$ cat src/rtl/zbus_seq.sv
// Z80 bus access sequencer: deglitches the bus strobes, decodes I/O and ROM-window accesses, and sequences
// SL811/W5300 chip selects or register-port writes. Define ZBUS_WAIT_EN to add the zwait_n output.
module zbus_seq #(
  parameter logic [7:0] BASE_ADDR = 8'hAB,
  parameter int         FILT_LEN  = 2,
  parameter int         N_PORTS   = 4,
  parameter int         CS_SETUP  = 1,
  parameter int         CS_HOLD   = 1
) (
  input  logic                           fclk,
  input  logic                           rst,
  input  logic [15:0]                    za,
  input  logic [7:0]                     zd_in,
  output logic [7:0]                     zd_out,
  output logic                           zd_oe,
  input  logic                           ziorq_n,
  input  logic                           zmreq_n,
  input  logic                           zrd_n,
  input  logic                           zwr_n,
  input  logic                           zcsrom_n,
  output logic                           ziorqge,
  output logic                           zblkrom,
  output logic                           ports_wrstb,
  output logic [$clog2(N_PORTS)-1:0]     ports_addr,
  output logic [7:0]                     ports_wrdata,
  input  logic [8*N_PORTS-1:0]           ports_rddata,
  input  logic [1:0]                     rommap_win,
  input  logic                           rommap_ena,
  input  logic                           w5300_ports,
  output logic                           sl811_cs_n,
  output logic                           sl811_a0,
  output logic                           w5300_cs_n,
`ifdef ZBUS_WAIT_EN
  output logic                           zwait_n,
`endif
  input  logic [7:0]                     bd_in,
  output logic [7:0]                     bd_out,
  output logic                           bd_oe
);

  localparam int AW = $clog2(N_PORTS);
  localparam int NS = 5;
  localparam int IORQ = 0, MREQ = 1, RD = 2, WR = 3, CSROM = 4;

  typedef enum logic [1:0] {IDLE, SETUP, ACTIVE, HOLD} state_t;
  typedef enum logic [1:0] {TGT_SL811, TGT_W5300, TGT_PORT} tgt_t;

  state_t                      state_q, state_d;
  tgt_t                        tgt_q, tgt_new;
  logic [3:0]                  cnt_q, cnt_d;
  logic [NS-1:0]               strobe_n, filt_q, filt;
  logic [NS-1:0][FILT_LEN-1:0] sh_q;
  logic mem_q, wr_q, a15_q, block_q, block_d;
  logic io_acc, mem_acc, any_strobe, cur_strobe, accept;
  logic setup_done, hold_done, in_act_d, enter_active;
  logic [7:0] rd_sel;
  logic unused_za;

  assign strobe_n  = {zcsrom_n, zwr_n, zrd_n, zmreq_n, ziorq_n};
  assign unused_za = ^za;

  // Filtered strobe (active-high "asserted") changes only on a unanimous shift register.
  always_comb begin
    // NOTE: every combinational output gets a default first so no path leaves it unassigned (no latch).
    filt = filt_q;
    for (int i = 0; i < NS; i++) begin
      if (sh_q[i] == '0)  filt[i] = 1'b1;
      else if (&sh_q[i])  filt[i] = 1'b0;
    end
  end

  assign ziorqge    = (za[7:0] == BASE_ADDR);
  assign zblkrom    = rommap_ena && (za[15:14] == rommap_win);
  assign io_acc     = filt[IORQ] && (filt[RD] || filt[WR]) && ziorqge;
  assign mem_acc    = filt[MREQ] && zblkrom && (filt[WR] || (filt[RD] && filt[CSROM]));
  assign any_strobe = (filt[IORQ] || filt[MREQ]) && (filt[RD] || filt[WR]);
  assign cur_strobe = (mem_q ? filt[MREQ] : filt[IORQ]) && (wr_q ? filt[WR] : filt[RD]);
  assign setup_done = ({1'b0, cnt_q} + 5'd1) >= 5'(CS_SETUP);
  assign hold_done  = ({1'b0, cnt_q} + 5'd1) >= 5'(CS_HOLD);
  assign rd_sel     = (tgt_q == TGT_PORT) ? ports_rddata[{ports_addr, 3'b000} +: 8] : bd_in;
  assign sl811_a0   = ~a15_q;

  always_comb begin
    if (!io_acc)                     tgt_new = TGT_W5300;
    else if (!za[15] && w5300_ports) tgt_new = TGT_W5300;
    else if (!za[15] || za[8 +: AW] == '0) tgt_new = TGT_SL811;
    else                             tgt_new = TGT_PORT;
  end

  always_comb begin
    state_d = state_q;
    cnt_d   = cnt_q;
    accept  = 1'b0;
    unique case (state_q)
      IDLE: if ((io_acc || mem_acc) && !block_q) begin
        accept  = 1'b1;
        state_d = SETUP;
        cnt_d   = '0;
      end
      SETUP: begin
        if (!cur_strobe)     state_d = IDLE;
        else if (setup_done) state_d = ACTIVE;
        else                 cnt_d   = cnt_q + 4'd1;
      end
      ACTIVE: if (!cur_strobe) begin
        state_d = HOLD;
        cnt_d   = '0;
      end
      HOLD: begin
        if (hold_done) state_d = IDLE;
        else           cnt_d   = cnt_q + 4'd1;
      end
      default: state_d = IDLE;
    endcase
  end

  // One access per strobe: a strobe still held when IDLE is reached must be released first.
  always_comb begin
    block_d = block_q;
    if (accept)                                block_d = 1'b1;
    else if (state_q == IDLE && !any_strobe)   block_d = 1'b0;
  end

  assign in_act_d     = (state_d == ACTIVE) || (state_d == HOLD);
  assign enter_active = (state_q == SETUP) && (state_d == ACTIVE);

  always_ff @(posedge fclk) begin
    if (rst) begin
      sh_q         <= '1;
      filt_q       <= '0;
      state_q      <= IDLE;
      cnt_q        <= '0;
      mem_q        <= 1'b0;
      wr_q         <= 1'b0;
      a15_q        <= 1'b0;
      tgt_q        <= TGT_SL811;
      block_q      <= 1'b0;
      ports_addr   <= '0;
      ports_wrdata <= '0;
      sl811_cs_n   <= 1'b1;
      w5300_cs_n   <= 1'b1;
      ports_wrstb  <= 1'b0;
      zd_oe        <= 1'b0;
      bd_oe        <= 1'b0;
      zd_out       <= '0;
      bd_out       <= '0;
    end else begin
      // NOTE: sequential state uses non-blocking assignments so every register samples pre-edge values.
      for (int i = 0; i < NS; i++) sh_q[i] <= {sh_q[i][FILT_LEN-2:0], strobe_n[i]};
      filt_q  <= filt;
      state_q <= state_d;
      cnt_q   <= cnt_d;
      block_q <= block_d;
      if (accept) begin
        mem_q        <= !io_acc;
        wr_q         <= filt[WR];
        a15_q        <= za[15];
        tgt_q        <= tgt_new;
        ports_addr   <= za[8 +: AW];
        ports_wrdata <= zd_in;
      end
      sl811_cs_n  <= !(in_act_d && tgt_q == TGT_SL811);
      w5300_cs_n  <= !(in_act_d && tgt_q == TGT_W5300);
      ports_wrstb <= enter_active && wr_q && tgt_q == TGT_PORT;
      zd_oe       <= in_act_d && !wr_q;
      bd_oe       <= in_act_d && wr_q && tgt_q != TGT_PORT;
      if (enter_active && wr_q && tgt_q != TGT_PORT) bd_out <= ports_wrdata;
      if (state_d == ACTIVE && !wr_q)                zd_out <= rd_sel;
    end
  end

`ifdef ZBUS_WAIT_EN
  // WAIT covers all of SETUP plus the first ACTIVE cycle.
  always_ff @(posedge fclk) begin
    if (rst) zwait_n <= 1'b1;
    else     zwait_n <= !((state_d == SETUP) || enter_active);
  end
`endif

endmodule
$ cat config.mk
export PLATFORM = sky130hd
export DESIGN_NAME = zbus_seq
export DESIGN_NICKNAME = d
export VERILOG_FILES = /design/src/rtl/zbus_seq.sv
export SDC_FILE = /design/constraint.sdc
export NUM_CORES = 1
export LEC_CHECK = 0
export BUFFER_PORTS_ARGS = -buffer_cell sky130_fd_sc_hd__buf_4
export CAP_MARGIN = 20
export CORE_ASPECT_RATIO = 0.8
export CORE_MARGIN = 2
export CORE_UTILIZATION = 48
export CTS_CLUSTER_DIAMETER = 150
export DETAILED_ROUTE_END_ITERATION = 10
export GPL_TIMING_DRIVEN = 0
export PLACE_DENSITY = 0.88
export SLEW_MARGIN = 20
export SYNTH_ARGS = -nofsm -noshare
export SYNTH_HDL_FRONTEND = slang
export SYNTH_SLANG_ARGS = --single-unit
$ cat constraint.sdc
create_clock -name fclk -period 2.4 [get_ports fclk]
set_input_delay 0.24 -clock fclk [delete_from_list [all_inputs] [get_ports fclk]]
set_output_delay 0.24 -clock fclk [all_outputs]
set_load 0.01 [all_outputs]
* Word level (Yosys, flattened, before mapping)
Index checks and enable logic that the tools add are counted.
Operators by class: bitwise logic cells 1, add/sub/neg operators 2, divide/modulo/power cells 0, equality and inequality tests 13, reductions and logical operators 49, magnitude comparators 1, shifts and indexed selects 1, multipliers 0, mux-type cells 31
Operators with widths (count):
- indexed part select 32 x 6 -> 8 bit | 1
- logical AND 1 bit | 21
- logical NOT 2 bit | 8
- 2-to-1 mux 1 bit | 16
- 2-to-1 mux 2 bit | 8
- 2-to-1 mux 4 bit | 4
- case mux 4 bit (4 select lines) | 1
- equality test 2 bit (second input constant) | 5
- AND reduction 2 bit | 5
- equality test 8 bit (second input constant) | 1
- 2-to-1 mux 8 bit | 1
- != test 2 bit (second input constant) | 4
- case mux 2 bit (4 select lines) | 1
- logical NOT 1 bit | 7
- logical OR 1 bit | 6
- adder 4 x 1 -> 5 bit (second input constant) | 1
- >= comparator 5 x 1 -> 1 bit (second input constant) | 1
- adder 4 x 1 -> 4 bit (second input constant) | 1
- equality test 2 x 1 -> 1 bit (second input constant) | 2
- AND reduction 3 bit | 1
- equality test 2 bit | 1
- nonzero test 2 bit | 1
- NOT 1 bit | 1
Storage, ports and cells: register bits 58, bits in latches 0, memory bits (writable) 0, memories kept 0, memory bits (read-only) 0, input port bits 75

* Longest topological paths before layout
Gate-level depths: netlist of the first run.
word-level depth 14, gate-level depth with buffers 9, gate-level depth less buffers 7

* Least setup slack after synthesis of the first run
OpenSTA, ideal clock, no wires.
path type reg-to-reg, from register cnt_q[0], to register bd_out[0], cell stages (with the launch flop) 8, path buffers 1, data arrival time 1.766 ns, slack 0.496 ns, data required time 2.262 ns, library setup time 0.138 ns, clock period less this slack 1.904 ns, cells stage by stage dfxtp_1 > ha_1 > and3b_1 > o22a_4 > or4_1 > buf_2 > o21ai_1 > a21oi_1
Between the ends: word-level cells in the longest chain between the ends 9, elaborated cells between the ends (all ways) 10, those cells by class 1 x add/sub; 1 x order compare; 1 x eq/ne; 4 x mux; 3 x reduce/logical
Ends and longest elaborated chain:
- from (decl) | line 50 | logic [3:0] cnt_q, cnt_d;
- from (signal assigned) | line 152 | cnt_q <= cnt_d;
- adder 4 x 1 -> 5 bit (*) | line 78, 79
- >= comparator 5 x 1 -> 1 bit (*) | line 78, 79
- 2-to-1 mux 2 bit | line 102 | else if (setup_done) state_d = ACTIVE;
- 2-to-1 mux 2 bit | line 101 | if (!cur_strobe) state_d = IDLE;
- case mux 2 bit (4 select lines) (*) | line 94 | unique case (state_q)
- equality test 2 bit (*) | line 125 | assign enter_active = (state_q == SETUP) && (state_d == ACTIVE);
- logical AND 1 bit (*) | line 125
- logical AND 1 bit (*) (2 in series) | line 167 | if (enter_active && wr_q && tgt_q != TGT_PORT) bd_out <= ports_wrdata;
- to (signal assigned) | line 167
- to (decl) | line 37 | output logic [7:0] bd_out,
Mark *: on every way between the ends. The rest lies on a longest branch, timed or not. A chain may end at the register's enable or synchronous reset.

* Worst setup path in the final report of the first run
from register cnt_q[0], to register zd_out[5]
Between the ends: word-level cells in the longest chain between the ends 7, elaborated cells between the ends (all ways) 8, those cells by class 1 x add/sub; 1 x order compare; 1 x eq/ne; 4 x mux; 1 x reduce/logical
Ends and longest elaborated chain:
- adder 4 x 1 -> 5 bit (*) | line 78, 79
- >= comparator 5 x 1 -> 1 bit (*) | line 78, 79
- 2-to-1 mux 2 bit | line 102
- 2-to-1 mux 2 bit | line 101
- case mux 2 bit (4 select lines) (*) | line 94
- equality test 2 bit (*) | line 168 | if (state_d == ACTIVE && !wr_q) zd_out <= rd_sel;
- logical AND 1 bit (*) | line 168
- to (signal assigned) | line 168
- to (decl) | line 14 | output logic [7:0] zd_out,
Marked as above.

==> results of run 1 <==
==> Yosys cell counts (2+ instances only) <==
| cell | number | area [µm²] |
|---|---|---|
| or2_2 | 10 | 62.6 |
| a21oi_1 | 21 | 105 |
| nor3_1 | 9 | 45.0 |
| dfxtp_1 | 58 | 1160 |
| ha_1 | 2 | 25.0 |
| mux4_2 | 8 | 180 |
| a211oi_2 | 10 | 125 |
| or4_1 | 3 | 22.5 |
| buf_2 | 3 | 15.0 |
| nand3_1 | 10 | 50.1 |
| nor2_1 | 8 | 30.0 |
| buf_4 | 4 | 30.0 |
| a21o_1 | 5 | 37.5 |
| xnor2_1 | 2 | 17.5 |
| clkbuf_1 | 7 | 26.3 |
| o21a_1 | 3 | 22.5 |
| o21ai_1 | 11 | 55.1 |
| and2b_1 | 4 | 30.0 |
| inv_1 | 12 | 45.0 |
| mux2i_1 | 20 | 200 |
| nand2_1 | 25 | 93.8 |
| nand2b_1 | 6 | 37.5 |
| nor4_1 | 2 | 12.5 |
==> metrics by stage <==
step           utilization, %  total power, mW
2_1_floorplan               -             1.06
3_3_place_gp             65.9             1.16
3_5_place_dp             65.9             1.16
4_1_cts                  70.1             2.17
5_1_grt                  70.1             2.23
6_report                 70.1             2.15
==> how the worst max path moves through the flow <==
stage                                     start                      to  slack, ns  cells past startpoint
after floorplan           cnt_q[0]$_SDFFE_PP0P_  bd_out[0]$_SDFFE_PP0P_       0.50                      7
after global placement    cnt_q[0]$_SDFFE_PP0P_   sl811_cs_n$_SDFF_PP1_       0.37                      7
after detailed placement  cnt_q[0]$_SDFFE_PP0P_  zd_out[5]$_SDFFE_PP0P_       0.25                      9
after CTS                 cnt_q[0]$_SDFFE_PP0P_  zd_out[5]$_SDFFE_PP0P_       0.23                      9
after global routing      cnt_q[0]$_SDFFE_PP0P_  zd_out[5]$_SDFFE_PP0P_       0.11                      9
final                     cnt_q[0]$_SDFFE_PP0P_  zd_out[5]$_SDFFE_PP0P_       0.22                      9
==> power by group <==
group          total, mW  switching, mW  internal (mW)  leakage [nW]
clock               1.01          0.398          0.614         0.109
combinational      0.165         0.0614          0.104          1.02
sequential         0.977        0.00599          0.971         0.470
==> state kept, by name, indices dropped and copies added (netlist names), 2 cells and up <==
| signal | cells |
|---|---|
| bd_out | 8 |
| cnt_q | 4 |
| filt_q | 5 |
| ports_addr | 2 |
| ports_wrdata | 8 |
| sh_q | 10 |
| state_q | 2 |
| tgt_q | 2 |
| zd_out | 8 |
==> layer usage <==
metal,routed length [µm],vias up,GRT usage (%)
met4,85,0,8.92
met1,2890,1162,30.2
met2,3770,107,39.6
met5,0,-,0
li1,-,1206,-
met3,659,11,9.33
==> layout make-up <==
class	instances	share of cell area, %
multi-input cells	185	37.3
flip-flops and latches	58	30.3
repair buffers	104	20.4
clock buffers	10	3.59
well taps	78	2.55
plain buffers	17	2.39
clock inverters	6	2.32
inverters	12	1.18
==> cell families (layout without fill, tap and decap cells) <==
group	Yosys count	in the layout	share of synthesized area, %
simple gates	87	87	17.9
mux	29	29	14.4
fa+ha+maj	3	3	1.29
flops	58	58	42.6
buf+inv	29	149	5.01
compound gates	64	64	18.1
xor+xnor	2	2	0.643
==> critical path, delay by kind of cell (launching register included) <==
family,cells,cell delay [ns]
buf+inv,3,0.39
fa+ha+maj,1,0.30
compound gates,3,0.51
simple gates,2,0.52
flops,1,0.36
==> impl_results.html, run 1 <==
<table>
<tr><th>Metric</th><th>Value</th></tr>
<tr><th colspan="2">Status</th></tr>
<tr><td>Status</td><td>complete, no violations</td></tr>
<tr><th colspan="2">Place</th></tr>
<tr><td>Worst slack at placement</td><td>0.254 ns</td></tr>
<tr><td>Cell count after placement</td><td>454</td></tr>
<tr><td>Count of port buffers added during placement</td><td>approximately 100</td></tr>
<tr><td>RePlAce Congestion</td><td>0.799</td></tr>
<tr><td>Detailed-placement wirelength estimate</td><td>5.45 mm</td></tr>
<tr><td>Post-DP Area</td><td>~3600 µm²</td></tr>
<tr><th colspan="2">Global routing</th></tr>
<tr><td>Overall track demand over capacity in global routing</td><td>24.6%</td></tr>
<tr><td>Grt total ovfl</td><td>0</td></tr>
<tr><td>Antenna violations before repair</td><td>0</td></tr>
<tr><td>Number of global-route vias before repair</td><td>2,572</td></tr>
<tr><td>Wire length of the first global-routing pass</td><td>roughly 12 mm</td></tr>
<tr><td>Largest net degree at the start of global routing</td><td>12</td></tr>
<tr><th colspan="2">CTS</th></tr>
<tr><td>Reg clk slew, reported paths</td><td>roughly 0.070 ns</td></tr>
<tr><td>Level count of the clock H-tree</td><td>3</td></tr>
<tr><td>Sinks on Clock Net</td><td>58</td></tr>
<tr><td>Number of cells upsized or downsized after cts</td><td>0</td></tr>
<tr><td>Buffer depth of the longest clock path</td><td>2</td></tr>
<tr><td>Number of clock buffers inserted by TritonCTS</td><td>9</td></tr>
<tr><td>Clock Tree Root</td><td>clkbuf_8</td></tr>
<tr><td>TritonCTS clock tree</td><td>built</td></tr>
<tr><td>Post-CTS setup buffer count</td><td>0</td></tr>
<tr><td>Skew-Pair Late Insertion Delay</td><td>around 0.34 ns</td></tr>
<tr><td>Number of hold-repair buffers added at the cts stage</td><td>0</td></tr>
<tr><th colspan="2">Yosys</th></tr>
<tr><td>Dominant register cell in the synthesized netlist</td><td>dfxtp_1</td></tr>
<tr><td>Distinct cells, synth</td><td>52</td></tr>
<tr><td>Fraction of synthesis flops using an asynchronous set or reset pin</td><td>0%</td></tr>
<tr><td>Count of yosys warnings during synthesis</td><td>0</td></tr>
<tr><td>Mapped Cells</td><td>around 270</td></tr>
<tr><td>Share of synthesized area occupied by flip-flops and latches</td><td>42.6%</td></tr>
<tr><td>Number of synthesized register bits</td><td>58</td></tr>
<tr><td>Syn Area/Cell</td><td>10.0 µm²</td></tr>
<tr><td>Total nets after synthesis</td><td>about 350</td></tr>
<tr><td>Netlist area before placement</td><td>2720 µm²</td></tr>
<tr><td>EDFF count, synth</td><td>0</td></tr>
<tr><th colspan="2">Cells and area</th></tr>
<tr><td>Leading cell type in the layout, fill and taps excluded</td><td>buf_4</td></tr>
<tr><td>Most frequent cells in the layout</td><td>108 x buf_4, 58 x dfxtp_1, 25 x nand2_1, 21 x a21oi_1, 20 x mux2i_1</td></tr>
<tr><td>Area growth from synthesis to layout</td><td>40.6%</td></tr>
<tr><td>Count of filler cells inserted in the layout</td><td>438</td></tr>
<tr><td>Cell area after layout</td><td>3830 µm²</td></tr>
<tr><td>Final net count</td><td>between 400 and 500</td></tr>
<tr><td>Final Non-Filler Cells</td><td>470</td></tr>
<tr><td>Area of combinational cells with multiple inputs</td><td>around 1400 µm²</td></tr>
<tr><td>Share of cells above drive strength 1</td><td>42.3%</td></tr>
<tr><td>Register area</td><td>1160 µm²</td></tr>
<tr><td>ANT cells</td><td>0</td></tr>
<tr><th colspan="2">Floorplanning</th></tr>
<tr><td>FP Rows</td><td>24</td></tr>
<tr><td>DIE AREA</td><td>6300 µm²</td></tr>
<tr><td>Initial Util</td><td>49.8%</td></tr>
<tr><td>Chip Height</td><td>71.4 µm</td></tr>
<tr><td>Die W</td><td>roughly 88 µm</td></tr>
<tr><td>Core area</td><td>5470 µm²</td></tr>
<tr><td>Ports</td><td>109</td></tr>
<tr><th colspan="2">STA</th></tr>
<tr><td>Min cycle time layout</td><td>between 2 and 2.5 ns</td></tr>
<tr><td>Final worst setup slack</td><td>0.225 ns</td></tr>
<tr><td>Hold Slack</td><td>0.0776 ns</td></tr>
<tr><td>Final hold violations</td><td>0</td></tr>
<tr><td>Post-route clock skew</td><td>between 0.01 and 0.015 ns</td></tr>
<tr><td>Headroom to the max-slew limit</td><td>53.2%</td></tr>
<tr><td>Share of the clock period used by the worst path</td><td>a little over 90%</td></tr>
<tr><td>RSZ-0062 raised after global routing</td><td>false</td></tr>
<tr><td>Setup violations, final</td><td>0</td></tr>
<tr><td>Peak Freq</td><td>460 MHz</td></tr>
<tr><td>Actual transition at the worst max-transition pin</td><td>0.701 ns</td></tr>
<tr><td>Total Negative Setup Slacks</td><td>0 ns</td></tr>
<tr><td>Fin. max-slew vios</td><td>0</td></tr>
<tr><th colspan="2">Critical path</th></tr>
<tr><td>Startpoint of the lowest-slack register-to-register path</td><td>cnt_q[0]$_SDFFE_PP0P_</td></tr>
<tr><td>Crit path cell chain</td><td>inv_1 -&gt; ha_1 -&gt; nor4b_2 -&gt; o21ai_1 -&gt; o21a_1 -&gt; buf_2 -&gt; and2_1 -&gt; buf_6 -&gt; a211oi_1</td></tr>
<tr><td>Worst-path fanout max</td><td>9</td></tr>
<tr><td>Worst Setup Path Type</td><td>register to register</td></tr>
<tr><td>RR Endpoint</td><td>zd_out[5]$_SDFFE_PP0P_</td></tr>
<tr><td>Data arrival time at the worst-slack endpoint</td><td>about 2.4 ns</td></tr>
<tr><td>Slowest-stage cell, CP</td><td>dfxtp_1</td></tr>
<tr><td>Largest stage delay on the critical path</td><td>0.36 ns</td></tr>
<tr><td>Worst R2R Setup Slack</td><td>0.22 ns</td></tr>
<tr><td>Reg2Reg Depth</td><td>9</td></tr>
<tr><td>Data required time at the worst endpoint</td><td>2.65 ns</td></tr>
<tr><td>Critical path startpoint category</td><td>register</td></tr>
<tr><td>Critical Path End Type</td><td>register</td></tr>
<tr><th colspan="2">Routing</th></tr>
<tr><td>Post-detailed-route count of antenna-violating nets</td><td>0</td></tr>
<tr><td>Final routed wire length divided by cell count</td><td>15.7 µm</td></tr>
<tr><td>Average via count per standard cell</td><td>5.29</td></tr>
<tr><td>DRC errors left</td><td>0</td></tr>
<tr><td>First-pass detailed-route iteration total</td><td>4</td></tr>
<tr><td>Drt first-iter violations</td><td>136</td></tr>
<tr><td>Total wire length after detailed routing</td><td>7.40 mm</td></tr>
<tr><td>Routed via count</td><td>2,486</td></tr>
<tr><th colspan="2">Job</th></tr>
<tr><td>Count of maximum capacitance violations</td><td>0</td></tr>
<tr><th colspan="2">Min path</th></tr>
<tr><td>Destination of the worst hold path</td><td>sh_q[8]$_SDFF_PP1_</td></tr>
<tr><td>Tightest Hold Check Type</td><td>input pin to register</td></tr>
<tr><td>Worst hold stages</td><td>2</td></tr>
<tr><td>Hold Startpoint</td><td>zcsrom_n</td></tr>
<tr><th colspan="2">Power and ir drop</th></tr>
<tr><td>Leakage power figure</td><td>about 1.6 nW</td></tr>
<tr><td>Power density over the cells</td><td>563 nW/µm²</td></tr>
<tr><td>Worst vdd rail ir drop</td><td>~460 µV</td></tr>
</table>
Note: power is estimated with default switching activity, not from simulation.
==> run 2: changes to the inputs <==
--- a/config.mk
+++ b/config.mk
@@ -5,6 +5,7 @@
 export SDC_FILE = /design/constraint.sdc
 export NUM_CORES = 1
 export LEC_CHECK = 0
+export ABC_AREA = 1
 export BUFFER_PORTS_ARGS = -buffer_cell sky130_fd_sc_hd__buf_4
 export CAP_MARGIN = 20
 export CORE_ASPECT_RATIO = 0.8
@@ -13,7 +14,8 @@
 export CTS_CLUSTER_DIAMETER = 150
 export DETAILED_ROUTE_END_ITERATION = 10
 export GPL_TIMING_DRIVEN = 0
-export PLACE_DENSITY = 0.88
+export PLACE_DENSITY = 0.89
+export REMOVE_ABC_BUFFERS = 1
 export SLEW_MARGIN = 20
 export SYNTH_ARGS = -nofsm -noshare
 export SYNTH_HDL_FRONTEND = slang
==> impl_results.html, run 2 <==
<table>
<tr><th>Metric</th><th>Value</th></tr>
<tr><th colspan="2">CTS</th></tr>
<tr><td>Sinks on Clock Net</td><td>58 (unchanged)</td></tr>
<tr><td>Skew-Pair Late Insertion Delay</td><td>0.35 ns (about the same)</td></tr>
<tr><td>Clock Tree Root</td><td>clkbuf_8</td></tr>
<tr><td>Number of clock buffers inserted by TritonCTS</td><td>9 (unchanged)</td></tr>
<tr><td>Reg clk slew, reported paths</td><td>0.06 ns (about the same)</td></tr>
<tr><td>Level count of the clock H-tree</td><td>3 (unchanged)</td></tr>
<tr><td>TritonCTS clock tree</td><td>built</td></tr>
<tr><td>Buffer depth of the longest clock path</td><td>2 (unchanged)</td></tr>
<tr><th colspan="2">Yosys</th></tr>
<tr><td>Distinct cells, synth</td><td>30 (-42%)</td></tr>
<tr><td>Syn Area/Cell</td><td>6.96 µm² (-31%)</td></tr>
<tr><td>Combinational family with the most area after synthesis</td><td>simple AND/OR/NAND/NOR gates</td></tr>
<tr><td>Library cell with the highest instance count after synthesis</td><td>nand2_1</td></tr>
<tr><td>Number of synthesized register bits</td><td>58 (unchanged)</td></tr>
<tr><td>Dominant register cell in the synthesized netlist</td><td>dfxtp_1</td></tr>
<tr><td>Leading cell types by total area after synthesis</td><td>dfxtp_1 44%, nand2_1 17%, a21oi_1 7.0%, inv_1 6.7%, nor2_1 4.0%</td></tr>
<tr><td>Share of cell area taken by muxes after synthesis</td><td>0% (-14 points)</td></tr>
<tr><td>Parity-gate share of the synthesized area counting xor and xnor cells</td><td>0% (-0.64 points)</td></tr>
<tr><td>Yosys top cell area share</td><td>43.9% (+1.3 points)</td></tr>
<tr><td>EDFF count, synth</td><td>0 (unchanged)</td></tr>
<tr><td>Netlist area before placement</td><td>2640 µm² (-2.9%)</td></tr>
<tr><td>Share of synthesized area occupied by flip-flops and latches</td><td>43.9% (+1.3 points)</td></tr>
<tr><td>Post-synthesis compound-gate area fraction</td><td>15.1% (-3.0 points)</td></tr>
<tr><td>Mapped Cells</td><td>380 (+40%)</td></tr>
<tr><td>Count of yosys warnings during synthesis</td><td>0 (unchanged)</td></tr>
<tr><td>Fraction of synthesis flops using an asynchronous set or reset pin</td><td>0% (unchanged)</td></tr>
<tr><td>Post-synthesis share of cell area spent on and, or, nand and nor gates</td><td>29.4% (+12 points)</td></tr>
<tr><td>Post-synthesis cell type with the largest combined area</td><td>dfxtp_1</td></tr>
<tr><td>Adder-cell area share of the yosys netlist</td><td>0.947% (-0.34 points)</td></tr>
<tr><td>Ranking of synthesized cells by instance count</td><td>122 x nand2_1, 58 x dfxtp_1, 47 x inv_1</td></tr>
<tr><th colspan="2">Routing</th></tr>
<tr><td>Total wire length after detailed routing</td><td>6.72 mm (-9.2%)</td></tr>
<tr><td>Final routed wire length divided by cell count</td><td>12.2 µm (-22%)</td></tr>
<tr><td>Routed via count</td><td>2,711 (+9.1%)</td></tr>
<tr><td>Post-detailed-route count of antenna-violating nets</td><td>0 (unchanged)</td></tr>
<tr><td>DRC errors left</td><td>0 (unchanged)</td></tr>
<tr><td>Drt first-iter violations</td><td>138 (+1.5%)</td></tr>
<tr><td>Average via count per standard cell</td><td>4.94 (-6.6%)</td></tr>
<tr><td>First-pass detailed-route iteration total</td><td>5 (+1)</td></tr>
<tr><th colspan="2">Global routing</th></tr>
<tr><td>Overall track demand over capacity in global routing</td><td>22.3% (-2.3 points)</td></tr>
<tr><td>Grt total ovfl</td><td>0 (unchanged)</td></tr>
<tr><td>Wire length of the first global-routing pass</td><td>10.7 mm (-11%)</td></tr>
<tr><td>Largest net degree at the start of global routing</td><td>31 (+19)</td></tr>
<tr><td>Antenna violations before repair</td><td>0 (unchanged)</td></tr>
<tr><td>Number of global-route vias before repair</td><td>2,526 (-1.8%)</td></tr>
<tr><th colspan="2">STA</th></tr>
<tr><td>Final worst setup slack</td><td>0.338 ns (+0.113 ns)</td></tr>
<tr><td>Hold Slack</td><td>0.0771 ns (-0.000515 ns)</td></tr>
<tr><td>Total Negative Setup Slacks</td><td>0 ns (unchanged)</td></tr>
<tr><td>RSZ-0062 raised after global routing</td><td>false</td></tr>
<tr><td>Actual transition at the worst max-transition pin</td><td>0.779 ns (+0.0780 ns)</td></tr>
<tr><td>Setup violations, final</td><td>0 (unchanged)</td></tr>
<tr><td>Min cycle time layout</td><td>2.06 ns (-0.113 ns)</td></tr>
<tr><td>Post-route clock skew</td><td>0.00639 ns (-0.00505 ns)</td></tr>
<tr><td>Fin. max-slew vios</td><td>0 (unchanged)</td></tr>
<tr><td>Share of the clock period used by the worst path</td><td>85.9% (-4.7 points)</td></tr>
<tr><td>Peak Freq</td><td>485 MHz (+5.5%)</td></tr>
<tr><td>Final hold violations</td><td>0 (unchanged)</td></tr>
<tr><td>Headroom to the max-slew limit</td><td>48.0% (-5.3 points)</td></tr>
<tr><th colspan="2">Critical path</th></tr>
<tr><td>RR Endpoint</td><td>zd_out[4]$_SDFFE_PP0P_</td></tr>
<tr><td>Worst-path fanout max</td><td>18 (+9)</td></tr>
<tr><td>Data required time at the worst endpoint</td><td>2.64 ns (about the same)</td></tr>
<tr><td>Capturing element of the worst setup path</td><td>zd_out[4]$_SDFFE_PP0P_</td></tr>
<tr><td>Critical Path End Type</td><td>register</td></tr>
<tr><td>Startpoint of the lowest-slack register-to-register path</td><td>ports_addr[0]$_SDFFE_PP0P_</td></tr>
<tr><td>Critical path startpoint category</td><td>register</td></tr>
<tr><td>Setup crit start</td><td>ports_addr[0]$_SDFFE_PP0P_</td></tr>
<tr><td>Reg2Reg Depth</td><td>6 (-3)</td></tr>
<tr><td>Worst R2R Setup Slack</td><td>0.34 ns (+0.11 ns)</td></tr>
<tr><td>Data arrival time at the worst-slack endpoint</td><td>2.30 ns (-0.12 ns)</td></tr>
<tr><td>Worst Setup Path Type</td><td>register to register</td></tr>
<tr><th colspan="2">Cells and area</th></tr>
<tr><td>Leading cell type in the layout, fill and taps excluded</td><td>nand2_1</td></tr>
<tr><td>Share of cells above drive strength 1</td><td>28.1% (-14 points)</td></tr>
<tr><td>Largest register by flop count</td><td>sh_q</td></tr>
<tr><td>Most frequent cells in the layout</td><td>122 x nand2_1, 105 x buf_4, 58 x dfxtp_1, 47 x inv_1, 37 x a21oi_1</td></tr>
<tr><td>Final net count</td><td>558 (+20%)</td></tr>
<tr><td>ANT cells</td><td>0 (unchanged)</td></tr>
<tr><td>Largest register FFs</td><td>10 (unchanged)</td></tr>
<tr><td>Area growth from synthesis to layout</td><td>35.6%</td></tr>
<tr><td>Core occupancy in the finished layout</td><td>66.7% (-3.4 points)</td></tr>
<tr><th colspan="2">Floorplanning</th></tr>
<tr><td>Core area</td><td>5380 µm² (-1.6%)</td></tr>
<tr><td>Ports</td><td>109 (unchanged)</td></tr>
<tr><td>Die W</td><td>87.0 µm (-1.4%)</td></tr>
<tr><td>DIE AREA</td><td>6120 µm² (-2.8%)</td></tr>
<tr><td>Initial Util</td><td>49.2% (-0.65 points)</td></tr>
<tr><td>Chip Height</td><td>70.4 µm (-1.4%)</td></tr>
<tr><td>FP Rows</td><td>24 (unchanged)</td></tr>
<tr><th colspan="2">Min path</th></tr>
<tr><td>Worst hold stages</td><td>2 (unchanged)</td></tr>
<tr><td>Tightest Hold Check Type</td><td>input pin to register</td></tr>
<tr><th colspan="2">Power and ir drop</th></tr>
<tr><td>Total power</td><td>1.87 mW (-13%)</td></tr>
<tr><td>Power density over the cells</td><td>522 nW/µm² (-7.2%)</td></tr>
<tr><td>Leakage power figure</td><td>1.81 nW (+14%)</td></tr>
<tr><td>Worst vdd rail ir drop</td><td>353 µV (-23%)</td></tr>
<tr><th colspan="2">Place</th></tr>
<tr><td>Count of port buffers added during placement</td><td>104 (unchanged)</td></tr>
<tr><td>Detailed-placement wirelength estimate</td><td>4.87 mm (-11%)</td></tr>
<tr><td>RePlAce Congestion</td><td>0.832 (+4.1%)</td></tr>
<tr><td>Worst slack at placement</td><td>0.215 ns (-0.0391 ns)</td></tr>
<tr><th colspan="2">Status</th></tr>
<tr><td>Status</td><td>complete, no violations</td></tr>
<tr><th colspan="2">Job</th></tr>
<tr><td>Count of maximum capacitance violations</td><td>0 (unchanged)</td></tr>
</table>
-- run 2: per-layer routing --
| layer | global-route usage [%] | share of wire, % |
|---|---|---|
| met1 | 23.9 | 40 |
| met5 | 0 | 0 |
| met4 | 5.21 | 0.92 |
| met3 | 10.9 | 11 |
| met2 | 39.3 | 48 |
-- run 2: worst max-delay path: stages (launching register included) --
cell      delay, ns
dfxtp_1        0.71
clkinv_1       0.58
nand2_1        0.17
a32o_1         0.20
o21ai_0        0.09
nor2_1         0.13
nor2_1         0.06
-- run 2: how the worst min path moves through the flow --
stage	slack [ns]	endpoint	startpoint
after floorplan	0.31	block_q$_SDFFE_PP0P_	rst
after global placement	0.37	w5300_cs_n$_SDFF_PP1_	tgt_q[0]$_SDFFE_PP0P_
after detailed placement	0.37	w5300_cs_n$_SDFF_PP1_	tgt_q[0]$_SDFFE_PP0P_
after CTS	0.07	sh_q[8]$_SDFF_PP1_	zcsrom_n
after global routing	0.07	sh_q[8]$_SDFF_PP1_	zcsrom_n
final	0.08	sh_q[8]$_SDFF_PP1_	zcsrom_n
-- run 2: cell type report --
type	count	area (µm²)
timing repair buffer	105	788
clock buffer	14	153
multi-input combinational	255	1200
sequential	58	1160
tap	65	81.3
fill	450	1790
inverter	52	198
-- run 2: cell families after synthesis --
logic type | after synthesis
fa+ha+maj | 2
simple gates | 183
buf+inv | 67
compound gates | 70
flops | 58
-- run 2: power breakdown --
part,switching [mW],total (mW),internal (mW)
sequential,0.00402,0.976,0.972
clock,0.346,0.739,0.392
combinational,0.0600,0.157,0.0966
-- run 2: repair_timing --
| action | 4_1_cts | 5_1_grt |
|---|---|---|
| resized for setup | 0 | 0 |
| setup endpoints to repair | 0 | 1 |
| hold buffers | 0 | 0 |
| setup buffers | 0 | 1 |
-- run 2: metrics by stage --
| stage | std cells | cell area (µm²) |
|---|---|---|
| CTS | 548 | 3580 |
| global route | 549 | 3580 |
| floorplan | 365 | 2560 |
| global placement | 534 | 3420 |
| finish | 549 | 3580 |
| detailed placement | 534 | 3420 |
